File: config.mk
export PLATFORM = sky130hd
export DESIGN_NAME = sobel_gradient_unit
export DESIGN_NICKNAME = d
export VERILOG_FILES = /design/src/rtl/sobel_gradient_unit.sv
export SDC_FILE = /design/constraint.sdc
export NUM_CORES = 1
export LEC_CHECK = 0
export BUFFER_PORTS_ARGS = -buffer_cell sky130_fd_sc_hd__buf_2
export CAP_MARGIN = 20
export CORE_ASPECT_RATIO = 0.9
export CORE_MARGIN = 2
export CORE_UTILIZATION = 23
export CTS_CLUSTER_SIZE = 25
export DETAILED_ROUTE_END_ITERATION = 10
export PLACE_DENSITY = 0.38
export SKIP_CTS_REPAIR_TIMING = 1
export SYNTH_ARGS = -nofsm -noshare
export SYNTH_HDL_FRONTEND = slang
export SYNTH_SLANG_ARGS = --single-unit
File: constraint.sdc
create_clock -name clk -period 8.8 [get_ports clk]
set_clock_uncertainty 0.2 [all_clocks]
set_input_delay 1.32 -clock clk [delete_from_list [all_inputs] [get_ports clk]]
set_output_delay 1.32 -clock clk [all_outputs]
set_load 0.01 [all_outputs]
File: src/rtl/sobel_gradient_unit.sv
// Two-stage pipelined 3x3 Sobel edge-magnitude operator: stage 1 forms Gx/Gy,
// stage 2 forms |Gx|+|Gy|, saturates it, and zeroes border or invalid results.
module sobel_gradient_unit #(
   parameter int BIT_WIDTH = 8,
   parameter int SAT_MAX   = 2**BIT_WIDTH - 1
) (
   input  logic                 clk,
   input  logic                 rst,
   input  logic                 in_valid,
   input  logic                 border,
   input  logic [BIT_WIDTH-1:0] p0,
   input  logic [BIT_WIDTH-1:0] p1,
   input  logic [BIT_WIDTH-1:0] p2,
   input  logic [BIT_WIDTH-1:0] p3,
   input  logic [BIT_WIDTH-1:0] p5,
   input  logic [BIT_WIDTH-1:0] p6,
   input  logic [BIT_WIDTH-1:0] p7,
   input  logic [BIT_WIDTH-1:0] p8,
   output logic [BIT_WIDTH-1:0] data_out,
   output logic                 out_valid
);

   // Four extra bits cover the x4 weight sum plus sign (12 bits for 8-bit pixels).
   localparam int GW = BIT_WIDTH + 4;
   localparam logic [GW-1:0]        SAT_LIM = GW'(SAT_MAX);
   localparam logic [BIT_WIDTH-1:0] SAT_OUT = BIT_WIDTH'(SAT_MAX);

   function automatic logic signed [GW-1:0] widen(input logic [BIT_WIDTH-1:0] p);
      return $signed({{(GW-BIT_WIDTH){1'b0}}, p});
   endfunction

   function automatic logic [GW-1:0] abs_val(input logic signed [GW-1:0] x);
      logic signed [GW-1:0] neg;
      neg = -x;
      return x[GW-1] ? $unsigned(neg) : $unsigned(x);
   endfunction

   function automatic logic [BIT_WIDTH-1:0] saturate(input logic [GW-1:0] mag);
      return (mag > SAT_LIM) ? SAT_OUT : mag[BIT_WIDTH-1:0];
   endfunction

   logic signed [GW-1:0] gx_c;
   logic signed [GW-1:0] gy_c;
   logic signed [GW-1:0] gx_p1;
   logic signed [GW-1:0] gy_p1;
   logic                 vld_p1;
   logic                 border_p1;
   logic [GW-1:0]        mag_c;

   // Doubling is a left shift; the centre pixel takes no part in either kernel.
   always_comb begin
      gx_c = (widen(p2) + (widen(p5) <<< 1) + widen(p8))
           - (widen(p0) + (widen(p3) <<< 1) + widen(p6));
      gy_c = (widen(p6) + (widen(p7) <<< 1) + widen(p8))
           - (widen(p0) + (widen(p1) <<< 1) + widen(p2));
   end

   // Stage 1: gradients and control registered unconditionally every clock.
   always_ff @(posedge clk or posedge rst) begin
      if (rst) begin
         gx_p1     <= '0;
         gy_p1     <= '0;
         vld_p1    <= 1'b0;
         border_p1 <= 1'b0;
      end else begin
         gx_p1     <= gx_c;
         gy_p1     <= gy_c;
         vld_p1    <= in_valid;
         border_p1 <= border;
      end
   end

   always_comb begin
      mag_c = abs_val(gx_p1) + abs_val(gy_p1);
   end

   // Stage 2: saturated magnitude, forced to zero for bubbles and frame-edge pixels.
   always_ff @(posedge clk or posedge rst) begin
      if (rst) begin
         data_out  <= '0;
         out_valid <= 1'b0;
      end else begin
         out_valid <= vld_p1;
         if (vld_p1 && !border_p1) begin
            data_out <= saturate(mag_c);
         end else begin
            data_out <= '0;
         end
      end
   end

endmodule

==> results of run 1 <==
worst paths after layout:
check / start / depth (start not counted) / slack [ns] / to
worst max-delay path: p6[2] / 13 / 4.06 / gx_p1[9]
worst min-delay path: vld_p1 / 0 / 0.18 / out_valid
worst max register to register: gx_p1[4] / 11 / 5.40 / data_out[0]
worst min register to register: vld_p1 / 0 / 0.18 / out_valid
max in group asynchronous: rst / 3 / 7.13 / gx_p1[4]
min in group asynchronous: rst / 3 / 0.95 / data_out[7]
layout make-up:
class | instances | area [sq um] | area share, %
inverters | 77 | 289 | 5.78
repair buffers | 77 | 388 | 7.76
well taps | 240 | 300 | 6.01
clock buffers | 6 | 139 | 2.78
clock inverters | 1 | 5.00 | 0.100
flip-flops and latches | 35 | 876 | 17.5
multi-input cells | 296 | 3000 | 60.1
sequential cells by signal, indices dropped and copies added, names as in the netlist:
signal,cells
border_p1,1
gy_p1,12
gx_p1,12
vld_p1,1
data_out,8
out_valid,1
cell families after synthesis:
kind of cell,count (synthesis)
AO/OA/AOI/OAI,80
XOR/XNOR,37
adder cells (fa/ha/maj),100
buffers and inverters,83
flip-flops,35
AND/OR/NAND/NOR,79
per-layer routing:
layer  vias up  routed length [microns]
li1       1509                        -
met1      1378                     4490
met2        56                     4050
met3         4                      264
met4         0                       74
met5         -                        0
through the flow:
step / cells / hold slack [ns] / setup WS (ns) / utilization [%] / area, sq um
floorplan: 414 / 0.155 / 4.26 / - / 4200
global placement: 725 / 0.161 / 3.82 / 27.4 / 4850
detailed placement: 725 / 0.170 / 3.80 / 27.4 / 4850
CTS: 732 / 0.184 / 4.08 / 28.2 / 5000
global route: 732 / 0.207 / 3.87 / 28.2 / 5000
finish: 732 / 0.177 / 4.06 / 28.2 / 5000
layout by cell type, fill, tap and decap left out, types with 3 or more instances in the layout:
cell type / synthesis / routed
a211oi_1: 3 / 3
a21boi_0: 5 / 5
a21oi_1: 14 / 14
a31oi_1: 8 / 8
buf_2: 0 / 76
clkbuf_16: 0 / 5
dfrtp_1: 35 / 35
fa_1: 63 / 63
ha_1: 37 / 37
inv_1: 77 / 77
nand2_1: 20 / 20
nand2b_1: 8 / 8
nand3_1: 4 / 4
nor2_1: 19 / 19
nor2b_1: 5 / 5
nor3_1: 9 / 9
o21a_1: 6 / 6
o21ai_0: 22 / 22
o31ai_1: 5 / 5
o41ai_1: 4 / 4
or3_1: 4 / 4
xnor2_1: 31 / 31
xor2_1: 6 / 6
critical path, delay by kind of cell:
| family | cells | cell delay, ns |
|---|---|---|
| AO/OA/AOI/OAI | 4 | 0.90 |
| AND/OR/NAND/NOR | 1 | 0.12 |
| buffers and inverters | 3 | 0.22 |
| XOR/XNOR | 1 | 0.16 |
| adder cells (fa/ha/maj) | 4 | 2.03 |
==> results.md, run 1 <==
* Outcome: finished clean
* Antenna diodes at 0
* DRC at 0
* CTS tree: built
* Number of synthesis warnings at 0
* Synthesized Nets at just under 600
* Clock buffer count from CTS at 5
* Ys async rst share at 100%
* Vias per cell at 4.03
* GR peak layer: met2
* Grt met2 use at 15.6%
* Post-synth EDFFs at 0
* Met3 Usage GRT at under 10%
* Clk_lat worst skew at 0.28 ns
* All-layer global routing usage at under 10%
* Area grow syn2layout at 19.1%
* Mapped cell area at 4200 sq um
* Die X at 146 microns
* CP startpoint kind: input port
* Clock sinks at 35
* Buffers added on ports at 76
* Ports at 77
* Vias after detailed routing at 2,947
* Worst min-delay path class: reg2reg
* Post-Synth Adder-Cell Area at 41.1%
* Starting Density at 23.7%
* Relative slew slack at 63.6%
* Most Frequent Cell on Critical Path: fa_1
* Final GP Congestion at 0.752
* Sequential fraction of the synthesis area at between 20% and 30%
* Detailed placer's ending HPWL at 7900 microns
* Xor-xnor portion of the synthesized cell area at 7.72%
* Cell Rows at 46
* Die area at 19,300 sq um
* Reported max-cap violation count at 0
* Sum Neg Setup Slack at 0 ns
* CP max stage cell: fa_1
* Simple-Gate Fraction of Synth Area at 9.54%
* DR WL/cell at 12.1 microns
* Drt initial violations at 105
* Largest stage delay on the critical path at 0.58 ns
* Unrepaired setup endpoints after global routing: false
* Synth area leader: fa_1
* Largest net degree at the start of global routing at 36
* Global Route met1 Usage at 13.9%
* Commonest cells in the netlist: inv_1 (77), fa_1 (63), ha_1 (37), dfrtp_1 (35), xnor2_1 (31)
* CP required at between 8 and 9 ns
* Main synth FF type: dfrtp_1
* Post-synthesis mux area share at 0%
* Fmax achieved at 211 MHz
* Global-route wire length before repair at 15,600 microns
* Nets@finish at 660
* CTS root buf: clkbuf_16
* Worst-margin pin slew at 0.539 ns
* Ratio of cells with drive above 1 in the final layout at 18.9%
* Mapped Avg Cell Area at 10.1 sq um
* Total Wirelength at just under 9000 microns
* Routed Antenna Nets at 0
* Crit share post-route at 53.9%
* Critical path class: in2reg
* Synth top area share at 30.1%
* Critical Path, Cell by Cell: buf_2, inv_1, fa_1, fa_1, fa_1, inv_1, fa_1, nor2b_1, o21ai_0, a21boi_0, o21ai_0, a21oi_1, xor2_1
* WP data arrival at 4.74 ns
* CP Max Fanout at 2
* Period minus WS final at about 4.7 ns
* CTS clock-pin slew for the worst setup and hold paths at roughly 0.06 ns
* Final Hold Fails at 0
* Die H at 132 microns
* Synth Instances at 414
* # fillers at slightly below 2,000
* Initial antenna violation count at 0
* Top cells by area, synth: fa_1 (30%), dfrtp_1 (21%), ha_1 (11%)
* Final setup viols at 0
* Pins over their slew limit at 0
* Synth Area in Compound Gates at a little over an eighth
* Clock buffer depth at 2
* Vias in the first global route at 3,269
* Setup crit end kind: flip-flop
* Detailed Routing Iterations Pass 1 at 4
* Synth Register Bits at 35
* Largest family of logic cells by synthesized area: adder cells
* Most frequent cell after synthesis: inv_1
* Total grt overflow at 0
* Number of H-tree levels at 2
* Post-synth cell types at 42
* Core area at 17,700 sq um
Power of run 1 is left out: the tool's default activity adds up to more than one toggle a clock period on the data nets, which glitch-free logic cannot reach.
==> run 2, diff against run 1 <==
==> constraint.sdc (replaced) <==
create_clock -name clk -period 4.4 [get_ports clk]
set_clock_uncertainty 0.2 [all_clocks]
set_input_delay 0.66 -clock clk [delete_from_list [all_inputs] [get_ports clk]]
set_output_delay 0.66 -clock clk [all_outputs]
set_load 0.01 [all_outputs]
==> results.md, run 2 (synthesis gave the netlist of run 1 again) <==
* WHS at 0.182 ns (was 0.177 ns)
* Grt met2 use at 15.9% (was 15.6%)
* Core area at 17,700 sq um (unchanged)
* Number of H-tree levels at 2 (unchanged)
* Clock buffer depth at 2 (unchanged)
* Initial antenna violation count at 0 (unchanged)
* Final Hold Fails at 0 (unchanged)
* Fmax achieved at 248 MHz
* Largest net degree at the start of global routing at 36 (unchanged)
* GR peak layer: met2 (unchanged)
* Clk_lat worst skew at 0.28 ns (about the same)
* Buffers added on ports at 76 (unchanged)
* Vias in the first global route at 3,325 (was 3,269)
* CTS root buf: clkbuf_16 (unchanged)
* Ports at 77 (unchanged)
* Reg2reg setup slack at 0.98 ns (was 5.40 ns)
* Starting Density at 23.7% (unchanged)
* Met3 Usage GRT at 1.63% (was 1.45%)
* Detailed Routing Iterations Pass 1 at 4 (unchanged)
* CP required at 4.40 ns (was 8.80 ns)
* CP startpoint kind: input port (unchanged)
* Vias per cell at 4.11 (was 4.03)
* CTS tree: built (unchanged)
* Cell Rows at 46 (unchanged)
* Antenna diodes at 0 (unchanged)
* Worst-margin pin slew at 0.524 ns (was 0.539 ns)
* Unrepaired setup endpoints after global routing: false (unchanged)
* Drt initial violations at 95 (was 105)
* Hold Crit Start: vld_p1 (unchanged)
* CP Max Fanout at 2 (unchanged)
* Crit share post-route at 91.5%
* Total grt overflow at 0 (unchanged)
* Die H at 132 microns (unchanged)
* Routed Antenna Nets at 0 (unchanged)
* CTS clock-pin slew for the worst setup and hold paths at 0.06 ns (about the same)
* Worst min-delay path class: reg2reg (unchanged)
* Final setup viols at 0 (unchanged)
* WP data arrival at 4.03 ns (was 4.74 ns)
* Die area at 19,300 sq um (unchanged)
* Outcome: finished clean (unchanged)
* Clock buffer count from CTS at 5 (unchanged)
* Sum Neg Setup Slack at 0 ns (unchanged)
* Final GP Congestion at 0.755 (was 0.752)
* All-layer global routing usage at 9.71% (was 9.69%)
* DRC at 0 (unchanged)
* Nets@finish at 661 (was 660)
* Area grow syn2layout at 20.0% (was 19.1%)
* Most frequent cells in the layout: inv_1 (77), buf_2 (76), fa_1 (63) (unchanged)
* Ratio of cells with drive above 1 in the final layout at 19.2% (was 18.9%)
* Pins over their slew limit at 0 (unchanged)
* Critical path class: in2reg (unchanged)
* Most common cell after layout, fill and taps aside: inv_1 (unchanged)
* Worst reg2reg path endpoint: data_out[5] (was data_out[0])
* Setup crit end kind: flip-flop (unchanged)
* Clock sinks at 35 (unchanged)
* Vias after detailed routing at 3,017 (was 2,947)
* Relative slew slack at 64.6% (was 63.6%)
* Period minus WS final at 4.03 ns
* Die X at 146 microns (unchanged)
* Crit path from: p2[2] (was p6[2])
* Global Route met1 Usage at 13.6% (was 13.9%)
* Hold Path Depth at 0 (unchanged)
* Worst Reg2Reg Path Length in Cells at 11 (unchanged)
* Reported max-cap violation count at 0 (unchanged)
* Biggest regs: gx_p1 (12), gy_p1 (12), data_out (8) (unchanged)
* Global-route wire length before repair at 15,600 microns (about the same)
* DR WL/cell at 12.1 microns (about the same)
* Total Wirelength at 8890 microns (was 8880 microns)
* Hold endpoint: out_valid (unchanged)
* Reg-to-Reg Start: gx_p1[4] (unchanged)
* Detailed placer's ending HPWL at 7940 microns (was 7900 microns)
## run 2: worst max-delay path by stage
stage                     slack, ns       end  depth (start not counted)
after global routing           0.11  gy_p1[9]                         13
after floorplan                0.52  gx_p1[9]                         12
after global placement         0.05  gy_p1[9]                         13
after CTS                      0.26  gy_p1[9]                         13
after detailed placement      -0.02  gy_p1[9]                         13
final                          0.37  gy_p1[8]                         13
## run 2: metrics by stage
stage / setup WS, ns / util (%) / std cells / instance area, sq um
6_report: 0.373 / 28.4 / 734 / 5040
5_1_grt: 0.109 / 28.4 / 734 / 5040
4_1_cts: 0.263 / 28.4 / 734 / 5040
3_5_place_dp: -0.0181 / 27.4 / 726 / 4860
3_3_place_gp: 0.0483 / 27.4 / 726 / 4860
2_1_floorplan: 0.518 / - / 414 / 4200
## run 2: per-layer routing
metal / part of all wire [%] / up-vias
li1: - / 1509
met1: 48 / 1441
met2: 47 / 62
met3: 4.2 / 5
met4: 0.82 / 0
met5: 0 / -
## run 2: layout make-up
class | count | area, sq um
tap | 240 | 300
sequential | 35 | 876
inverter | 77 | 289
multi-input combinational | 296 | 3000
clock buffer | 6 | 139
clock inverter | 2 | 35.0
timing repair buffer | 78 | 395
fill | 1947 | 12700
## run 2: critical path: stages
cell	delay, ns
buf_2	0.10
inv_1	0.06
fa_1	0.49
fa_1	0.53
fa_1	0.52
ha_1	0.31
a21o_1	0.18
a21oi_1	0.22
nand2b_1	0.13
a21boi_0	0.17
o41ai_1	0.35
buf_4	0.18
xnor2_1	0.11
Power of run 2 is left out for the same reason.
